### src/rtl/iir_pkg.sv
// Shared definitions for the iir_filter control slice: word width,
// coefficient register addresses and the commit-sequence states.
package iir_pkg;

   localparam int NB = 12;

   localparam logic [2:0] A_B0 = 3'd0;
   localparam logic [2:0] A_B1 = 3'd1;
   localparam logic [2:0] A_B2 = 3'd2;
   localparam logic [2:0] A_A1 = 3'd3;
   localparam logic [2:0] A_A2 = 3'd4;

   typedef enum logic [1:0] {
      RUN   = 2'd0,
      DRAIN = 2'd1,
      SWAP  = 2'd2,
      CLEAR = 2'd3
   } state_t;

endpackage

### src/rtl/inflight_cnt.sv
// Up/down count of samples handed to the filter but not yet returned.
// Saturates at MAX; a decrement at zero raises underflow and is dropped.
module inflight_cnt #(
   parameter int MAX = 7,
   parameter int W   = $clog2(MAX + 1)
) (
   input  logic         clk,
   input  logic         rst,
   input  logic         inc,
   input  logic         dec,
   output logic [W-1:0] cnt,
   output logic         underflow
);

   assign underflow = dec & (cnt == '0);

   // Simultaneous inc and dec cancel, so only the one-sided cases move the count.
   always_ff @(posedge clk) begin
      if (rst) begin
         cnt <= '0;
      end else if (inc & ~dec) begin
         if (cnt != W'(MAX))
            cnt <= cnt + W'(1);
      end else if (dec & ~inc) begin
         if (cnt != '0)
            cnt <= cnt - W'(1);
      end
   end

endmodule

### src/rtl/iir_coef_ctrl.sv
// Coefficient shadow/active register pair for iir_filter with a commit
// sequence that stalls the stream, drains the filter and swaps atomically.
module iir_coef_ctrl
   import iir_pkg::*;
#(
   parameter int NB           = iir_pkg::NB,
   parameter int MAX_INFLIGHT = 7,
   parameter int CLR_CYCLES   = 2
) (
   input  logic            clk,
   input  logic            rst,
   input  logic            wr_en,
   input  logic [2:0]      wr_addr,
   input  logic [NB-1:0]   wr_data,
   input  logic            commit,
   input  logic            commit_clr,
   output logic            busy,
   output logic            done,
   output logic            err,
   input  logic            s_vIn,
   input  logic [NB-1:0]   s_dIn,
   output logic            s_ready,
   output logic            f_vIn,
   output logic [NB-1:0]   f_dIn,
   input  logic            f_vOut,
   output logic            f_rst_n,
   output logic [3*NB-1:0] b,
   output logic [2*NB-1:0] a
);

   localparam int CW = $clog2(MAX_INFLIGHT + 1);
   localparam int KW = $clog2(CLR_CYCLES) + 1;

   state_t        state;
   logic          clr_lat;
   logic [KW-1:0] clr_cnt;
   logic [CW-1:0] cnt;
   logic          underflow;

   logic [NB-1:0] sh_b0, sh_b1, sh_b2, sh_a1, sh_a2;
   logic [NB-1:0] act_b0, act_b1, act_b2, act_a1, act_a2;

   inflight_cnt #(
      .MAX (MAX_INFLIGHT),
      .W   (CW)
   ) u_cnt (
      .clk       (clk),
      .rst       (rst),
      .inc       (f_vIn),
      .dec       (f_vOut),
      .cnt       (cnt),
      .underflow (underflow)
   );

   assign s_ready = (state == RUN) & (cnt < CW'(MAX_INFLIGHT)) & ~rst;
   assign f_vIn   = s_vIn & s_ready;
   assign f_dIn   = s_dIn;
   assign busy    = (state != RUN);
   assign f_rst_n = ~rst & (state != CLEAR);
   assign b       = {act_b2, act_b1, act_b0};
   assign a       = {act_a2, act_a1};

   // Host writes land in shadow in every state; addresses past A_A2 are dropped.
   always_ff @(posedge clk) begin
      if (rst) begin
         sh_b0 <= '0;
         sh_b1 <= '0;
         sh_b2 <= '0;
         sh_a1 <= '0;
         sh_a2 <= '0;
      end else if (wr_en) begin
         case (wr_addr)
            A_B0:    sh_b0 <= wr_data;
            A_B1:    sh_b1 <= wr_data;
            A_B2:    sh_b2 <= wr_data;
            A_A1:    sh_a1 <= wr_data;
            A_A2:    sh_a2 <= wr_data;
            default: ;
         endcase
      end
   end

   // Commit sequence; active set copies shadow only at the end of SWAP, so a
   // write in the SWAP cycle itself stays in shadow.
   always_ff @(posedge clk) begin
      if (rst) begin
         state   <= RUN;
         clr_lat <= 1'b0;
         clr_cnt <= '0;
         done    <= 1'b0;
         err     <= 1'b0;
         act_b0  <= '0;
         act_b1  <= '0;
         act_b2  <= '0;
         act_a1  <= '0;
         act_a2  <= '0;
      end else begin
         done <= 1'b0;
         err  <= err | underflow;
         case (state)
            RUN: begin
               if (commit) begin
                  state   <= DRAIN;
                  clr_lat <= commit_clr;
               end
            end
            DRAIN: begin
               if (cnt == '0)
                  state <= SWAP;
            end
            SWAP: begin
               act_b0  <= sh_b0;
               act_b1  <= sh_b1;
               act_b2  <= sh_b2;
               act_a1  <= sh_a1;
               act_a2  <= sh_a2;
               clr_cnt <= '0;
               if (clr_lat) begin
                  state <= CLEAR;
               end else begin
                  state <= RUN;
                  done  <= 1'b1;
               end
            end
            CLEAR: begin
               if (clr_cnt == KW'(CLR_CYCLES - 1)) begin
                  state <= RUN;
                  done  <= 1'b1;
               end else begin
                  clr_cnt <= clr_cnt + KW'(1);
               end
            end
            default: state <= RUN;
         endcase
      end
   end

endmodule
### config.mk
export PLATFORM = sky130hd
export DESIGN_NAME = iir_coef_ctrl
export DESIGN_NICKNAME = d
export VERILOG_FILES = /design/src/rtl/iir_pkg.sv /design/src/rtl/inflight_cnt.sv /design/src/rtl/iir_coef_ctrl.sv
export SDC_FILE = /design/constraint.sdc
export NUM_CORES = 1
export LEC_CHECK = 0
export CAP_MARGIN = 20
export CORE_MARGIN = 3
export CORE_UTILIZATION = 46
export CTS_CLUSTER_DIAMETER = 200
export DETAILED_ROUTE_END_ITERATION = 12
export GPL_TIMING_DRIVEN = 0
export PLACE_DENSITY = 0.74
export SLEW_MARGIN = 10
export SYNTH_ARGS = -nofsm -noshare
export SYNTH_HDL_FRONTEND = slang
export SYNTH_SLANG_ARGS = --single-unit
### constraint.sdc
create_clock -name clk -period 3.54 [get_ports clk]
set_input_delay 0.354 -clock clk [delete_from_list [all_inputs] [get_ports clk]]
set_output_delay 0.354 -clock clk [all_outputs]
set_load 0.02 [all_outputs]
; ---- Word level (Yosys, flattened, before mapping)
; Index checks and enable logic that the tools add are counted.
[word_totals]
register_bits = 130
out_inout_bits = 78
wordCells = 77
inputBits = 34
[classes]
n_addsub = 3
order_cmp = 1
bitwise = 11
reduce_logical = 17
n_eq_ne = 15
muxes = 14
[op_table]
columns = cell, count
row1 = 2-bit AND reduction, 7
row2 = 3-bit 2-to-1 mux, 4
row3 = 2-bit != test (second input constant), 6
row4 = 2-bit 2-to-1 mux, 5
row5 = 2-bit one-hot mux with 4 select lines, 1
row6 = 2-bit nonzero test, 4
row7 = 1-bit AND, 7
row8 = 3-bit by 2-bit == test with 1-bit output (second input constant), 2
row9 = 3-bit logical NOT, 2
row10 = 3-bit AND reduction, 2
row11 = 2-bit by 1-bit == test with 1-bit output (second input constant), 2
row12 = 2-bit == test (second input constant), 2
row13 = 2-bit one-hot mux with 2 select lines, 1
row14 = 3-bit by 1-bit adder with 3-bit output (second input constant), 1
row15 = 3-bit by 1-bit == test with 1-bit output (second input constant), 1
row16 = 3-bit == test (second input constant), 1
row17 = 3-bit less-than comparator (second input constant), 1
row18 = 3-bit != test (second input constant), 1
row19 = 1-bit inverter, 3
row20 = 3-bit nonzero test, 1
row21 = 3-bit by 1-bit subtractor with 3-bit output (second input constant), 1
row22 = 2-bit by 1-bit adder with 2-bit output (second input constant), 1
row23 = 2-bit logical NOT, 1
row24 = 1-bit 2-to-1 mux, 2
row25 = 2 further kinds, 2

; ---- Depth between registers and ports, before layout
; Gate-level depths: netlist of the first run.
[logic_depth]
word_depth = 8
depth_mapped = 10
ltp_nobuf = 8

; ---- Cells and area by module
; A second synthesis of the first run with hierarchy kept.
[unflattened]
cells_unflattened = 610
hier_area_um2 = 4862.2
[modules_own_cells]
columns = module, cells_per_inst, seq_area_each_um2, area_each_um2, instances
row1 = iir_coef_ctrl, 581, 2542.4, 4624.4, 1
row2 = inflight_cnt, 29, 60.1, 237.7, 1

; ---- Worst setup path before layout of the first run
; Ideal clock, no wire load.
[synth_timing]
path_kind = register to register
from = reg state[0]
to = reg u_cnt.cnt[2]
required_ns = 3.417
setup_slack_ns = 1.035
arrival_time_ns = 2.381
path_stages_with_launch = 11
setup_time_ns = 0.123
synth_period_minus_slack_ns = 2.505
cell_sequence = dfxtp_1 -> buf_6 -> nor2_4 -> inv_2 -> or4b_4 -> buf_6 -> or2_1 -> fa_1 -> nor2b_1 -> mux2i_1 -> mux2_1
[synth_between]
elab_chain_len = 8
[synth_rtl]
columns = item, line_no
row1 = start: declaration, iir_coef_ctrl.sv:34  ; state_t state;
row2 = start signal: assignment, iir_coef_ctrl.sv:87  ; state <= RUN;
row3 = start signal: assignment, iir_coef_ctrl.sv:103  ; state <= DRAIN;
row4 = start signal: assignment, iir_coef_ctrl.sv:109  ; state <= SWAP;
row5 = 2-bit logical NOT (*), iir_coef_ctrl.sv:55  ; assign s_ready = (state == RUN) & (cnt < CW'(MAX_INFLIGHT)) & ~rst;
row6 = 1-bit AND (*) (2 in series), iir_coef_ctrl.sv:55
row7 = 1-bit AND (*), iir_coef_ctrl.sv:56  ; assign f_vIn = s_vIn & s_ready;
row8 = 1-bit inverter, inflight_cnt.sv:24  ; end else if (dec & ~inc) begin
row9 = 1-bit AND, inflight_cnt.sv:24
row10 = 2-bit nonzero test (no source line), -
row11 = 3-bit AND reduction (no source line), -
row12 = end signal: assignment, inflight_cnt.sv:23  ; cnt <= cnt + W'(1);
row13 = end signal: assignment, inflight_cnt.sv:26  ; cnt <= cnt - W'(1);
row14 = end: declaration, inflight_cnt.sv:11  ; output logic [W-1:0] cnt,
; Mark *: on every way between the ends. The rest lies on a longest branch, timed or not.
; A chain may end at the register's enable or synchronous reset.

; ---- Final worst setup path of the first run
[layout_timing]
from = reg state[0]
to = out f_vIn
[layout_between]
elab_chain_len = 4
[layout_rtl]
columns = item, line_no
row1 = 2-bit logical NOT, iir_coef_ctrl.sv:55
row2 = 1-bit AND (2 in series), iir_coef_ctrl.sv:55
row3 = 1-bit AND, iir_coef_ctrl.sv:56
row4 = end: declaration, iir_coef_ctrl.sv:23  ; output logic f_vIn,
; No other way between the ends.

==> flow_summary.ini, run 1 <==
[sta]
final.setup.tns_ns = 0
skew_ns = 0.003794
maxSlewViolCount = 0
rsz0062_at_grt = no
worst_slack_ns = 0.7978
min_period_over_period_pct = 77.46
setup_viol = 0
clock.fmax_mhz = 364.7
relSlewSlack_pct = 58.55
hold_viol = 0
period_needed_ns = 2.742
tightest_slew_ns = 0.6217

[route]
drtAntennaViolNets = 0
dr.pass1.iters = 5
num_vias = 4466
wirelength_um = 12700
via_per_inst = 5.151
drtIter0Drc = 231
wl_per_cell_um = 14.64
drc = 0

[synth]
yosysWarnings = 0
synth_cell_types = 35
ys_ff_latch = 130
synth_xor_area_share_pct = 0
synth-edff-count = 0
syn_area_um2 = 4802
ys_seq_area_share_pct = 54.19
synth_top_family_by_area = simple AND/OR/NAND/NOR gates
synthMuxAreaShare_pct = 1.641
synth_compound_area_share_pct = 14.25
ys.flop_type = dfxtp_1
synthesis.nets = 643
synth_simple_gate_area_share_pct = 23.45
synthArstFlopShare_pct = 0
syn_avg_cell_area_um2 = 7.911
synthCells = 607
synth_adder_area_share_pct = 0.6774

[global_route]
grt_max_degree = 17
grt_pass1_wl_um = 20190
grt.total_usage_pct = 22.18
grt_pass1_vias = 4238
antenna_found_initial = 0
grt_overflow_total = 0

[worst_setup_path]
r2r_start = state[0]$_SDFFE_PP0P_
reg2reg_to = u_cnt.cnt[2]$_SDFFE_PP0P_
r2r_slack_ns = 0.91
rr_worst_depth = 10
crit_type = flop to primary output
cp.required_ns = 3.19
critPathLaunchType = flop
crit_arrival_ns = 2.39
end_kind = primary output
cp_max_fo = 10

[clocking]
postCtsHoldBufs = 0
cts_inserted_buffers = 17
cts_tree = yes
htree_num_levels = 4
clk_path_buf_depth = 2
cts_setup_buffers = 0
post_cts_resized = 0
cts-root-buf = clkbuf_8
clock_sinks = 130
clkTransAtPathRegs_ns = 0.05
clk_latency_ns = 0.51

[floorplan]
start_util_pct = 48.24
fp.dieW_um = 108.2
coreArea_um2 = 9955
die_area_um2 = 11700
ios = 112
die_height_um = 108.2
rows = 36

[layout]
fill_cells = 848
area_growth_pct = 36.19
fin_nets = 760
final_common_cell = nand2_1
layout-drive-gt1-share_pct = 6.403
final_core_util_pct = 65.70
diodes = 0
layout_common_cells = nand2_1, dfxtp_1, a21oi_1

[power]
ir_drop_uv = 306.1
powerDensity_nw_per_um2 = 571.6
p_leak_uw = 0.002247

[worst_hold_path]
hold_class = input port to flop
min_to = u_cnt.cnt[2]$_SDFFE_PP0P_
whs_path_depth = 3
hold_start = rst

[placement]
dp_slack_ns = 0.7959
gp_congestion = 0.8224
io_buffers = 98
dp_hpwl_um = 8764

[run_status]
status = finished, final reports clean

[flow_run]
max-cap-violations = 0
area by class of cell:
type | instances | area [µm²] | area share [%]
Sequential cell | 130 | 2603 | 39.79
Multi-Input combinational cell | 419 | 1922 | 29.39
Timing Repair Buffer | 98 | 980.9 | 15.00
Clock buffer | 24 | 490.5 | 7.500
Buffer | 53 | 259.0 | 3.960
Tap cell | 133 | 166.4 | 2.544
Clock inverter | 5 | 100.1 | 1.531
Inverter | 5 | 18.77 | 0.2870
cells in the mapped netlist (2+ instances only):
master | count | share of area (%)
a311oi_1 | 2 | 0.36
nand3_1 | 3 | 0.31
inv_2 | 2 | 0.16
dfxtp_1 | 130 | 54
buf_6 | 2 | 0.47
nor3_1 | 2 | 0.21
inv_1 | 3 | 0.23
nor2b_1 | 4 | 0.52
nor2_1 | 6 | 0.47
buf_1 | 2 | 0.16
nand2_1 | 246 | 19
buf_4 | 12 | 1.9
and3b_1 | 3 | 0.55
nand3b_1 | 2 | 0.31
clkbuf_1 | 37 | 2.9
nand2b_1 | 4 | 0.52
mux2i_1 | 3 | 0.63
a21oi_1 | 125 | 13
and3_1 | 3 | 0.39
worst max-delay path, stage by stage, from the launching register on:
cell and delay [ns]:
dfxtp_1 0.30, buf_6 0.13, nor2_4 0.13, inv_2 0.06, or4b_4 0.48, buf_6 0.15, inv_2 0.04, clkdlybuf4s50_1 0.58
worst max path at each step:
stage / depth (start not counted) / end / slack, ns / startpoint
floorplan: 10 / u_cnt.cnt[2]$_SDFFE_PP0P_ / 1.04 / state[0]$_SDFFE_PP0P_
global placement: 8 / u_cnt.cnt[2]$_SDFFE_PP0P_ / 0.82 / s_vIn
detailed placement: 8 / u_cnt.cnt[2]$_SDFFE_PP0P_ / 0.80 / s_vIn
CTS: 7 / f_vIn / 0.78 / state[0]$_SDFFE_PP0P_
global route: 5 / f_vIn / 0.72 / u_cnt.cnt[1]$_SDFFE_PP0P_
finish: 7 / f_vIn / 0.80 / state[0]$_SDFFE_PP0P_
cell families after synthesis:
kind of cell / count (synthesis)
flops: 130
fa+ha+maj: 2
mux: 6
compound gates: 133
buf+inv: 58
simple gates: 278
per-layer routing:
layer | wire length [µm] | share of wire (%) | up-vias | track usage [%]
li1 | - | - | 2193 | -
met1 | 5379 | 42 | 2087 | 27.67
met2 | 6162 | 49 | 159 | 36.63
met3 | 855 | 6.7 | 27 | 5.970
met4 | 300 | 2.4 | 0 | 8.656
met5 | 0 | 0 | - | 0
registers in the layout (all words and copies together) (netlist names), 12 cells and up:
signal and count:
act_b0 12, act_b2 12, sh_a1 12, sh_a2 12, sh_b0 12, act_a1 12, sh_b1 12, sh_b2 12
act_a2 12, act_b1 12
power by group:
| group | internal, µW | leakage (µW) | switching, µW | total (µW) |
|---|---|---|---|---|
| clock | 1150 | 0.000293 | 591 | 1740 |
| combinational | 180 | 0.000904 | 267 | 446 |
| sequential | 1510 | 0.00105 | 39.1 | 1550 |
per-stage QoR:
step           instance area [µm²]  cells  total power, µW  hold WS, ns
2_1_floorplan                 4802    607             1854       0.4321
3_3_place_gp                  5949    838             1998       0.4411
3_5_place_dp                  5949    838             2013       0.4463
4_1_cts                       6540    867             3753       0.2719
5_1_grt                       6540    867             3864       0.3282
6_report                      6540    867             3738       0.2803
No activity file was read; power rests on OpenSTA's default activity.
==> run 2, diff against run 1 <==
==> constraint.sdc (replaced) <==
create_clock -name clk -period 2.8 [get_ports clk]
set_input_delay 0.28 -clock clk [delete_from_list [all_inputs] [get_ports clk]]
set_output_delay 0.28 -clock clk [all_outputs]
set_load 0.02 [all_outputs]
==> results of run 2 <==
The final DEF is identical to that of run 1. Status: finished, final reports clean.
Among the figures that moved: setup slack after placement 0.7959 ns -> 0.1299 ns; setup slack after layout 0.7978 ns -> 0.1318 ns; hold slack 0.2803 ns -> 0.2063 ns; register-to-register setup slack 0.91 ns -> 0.17 ns; total power 3738 µW -> 4726 µW; worst IR drop on VDD 306.1 µV -> 387.1 µV
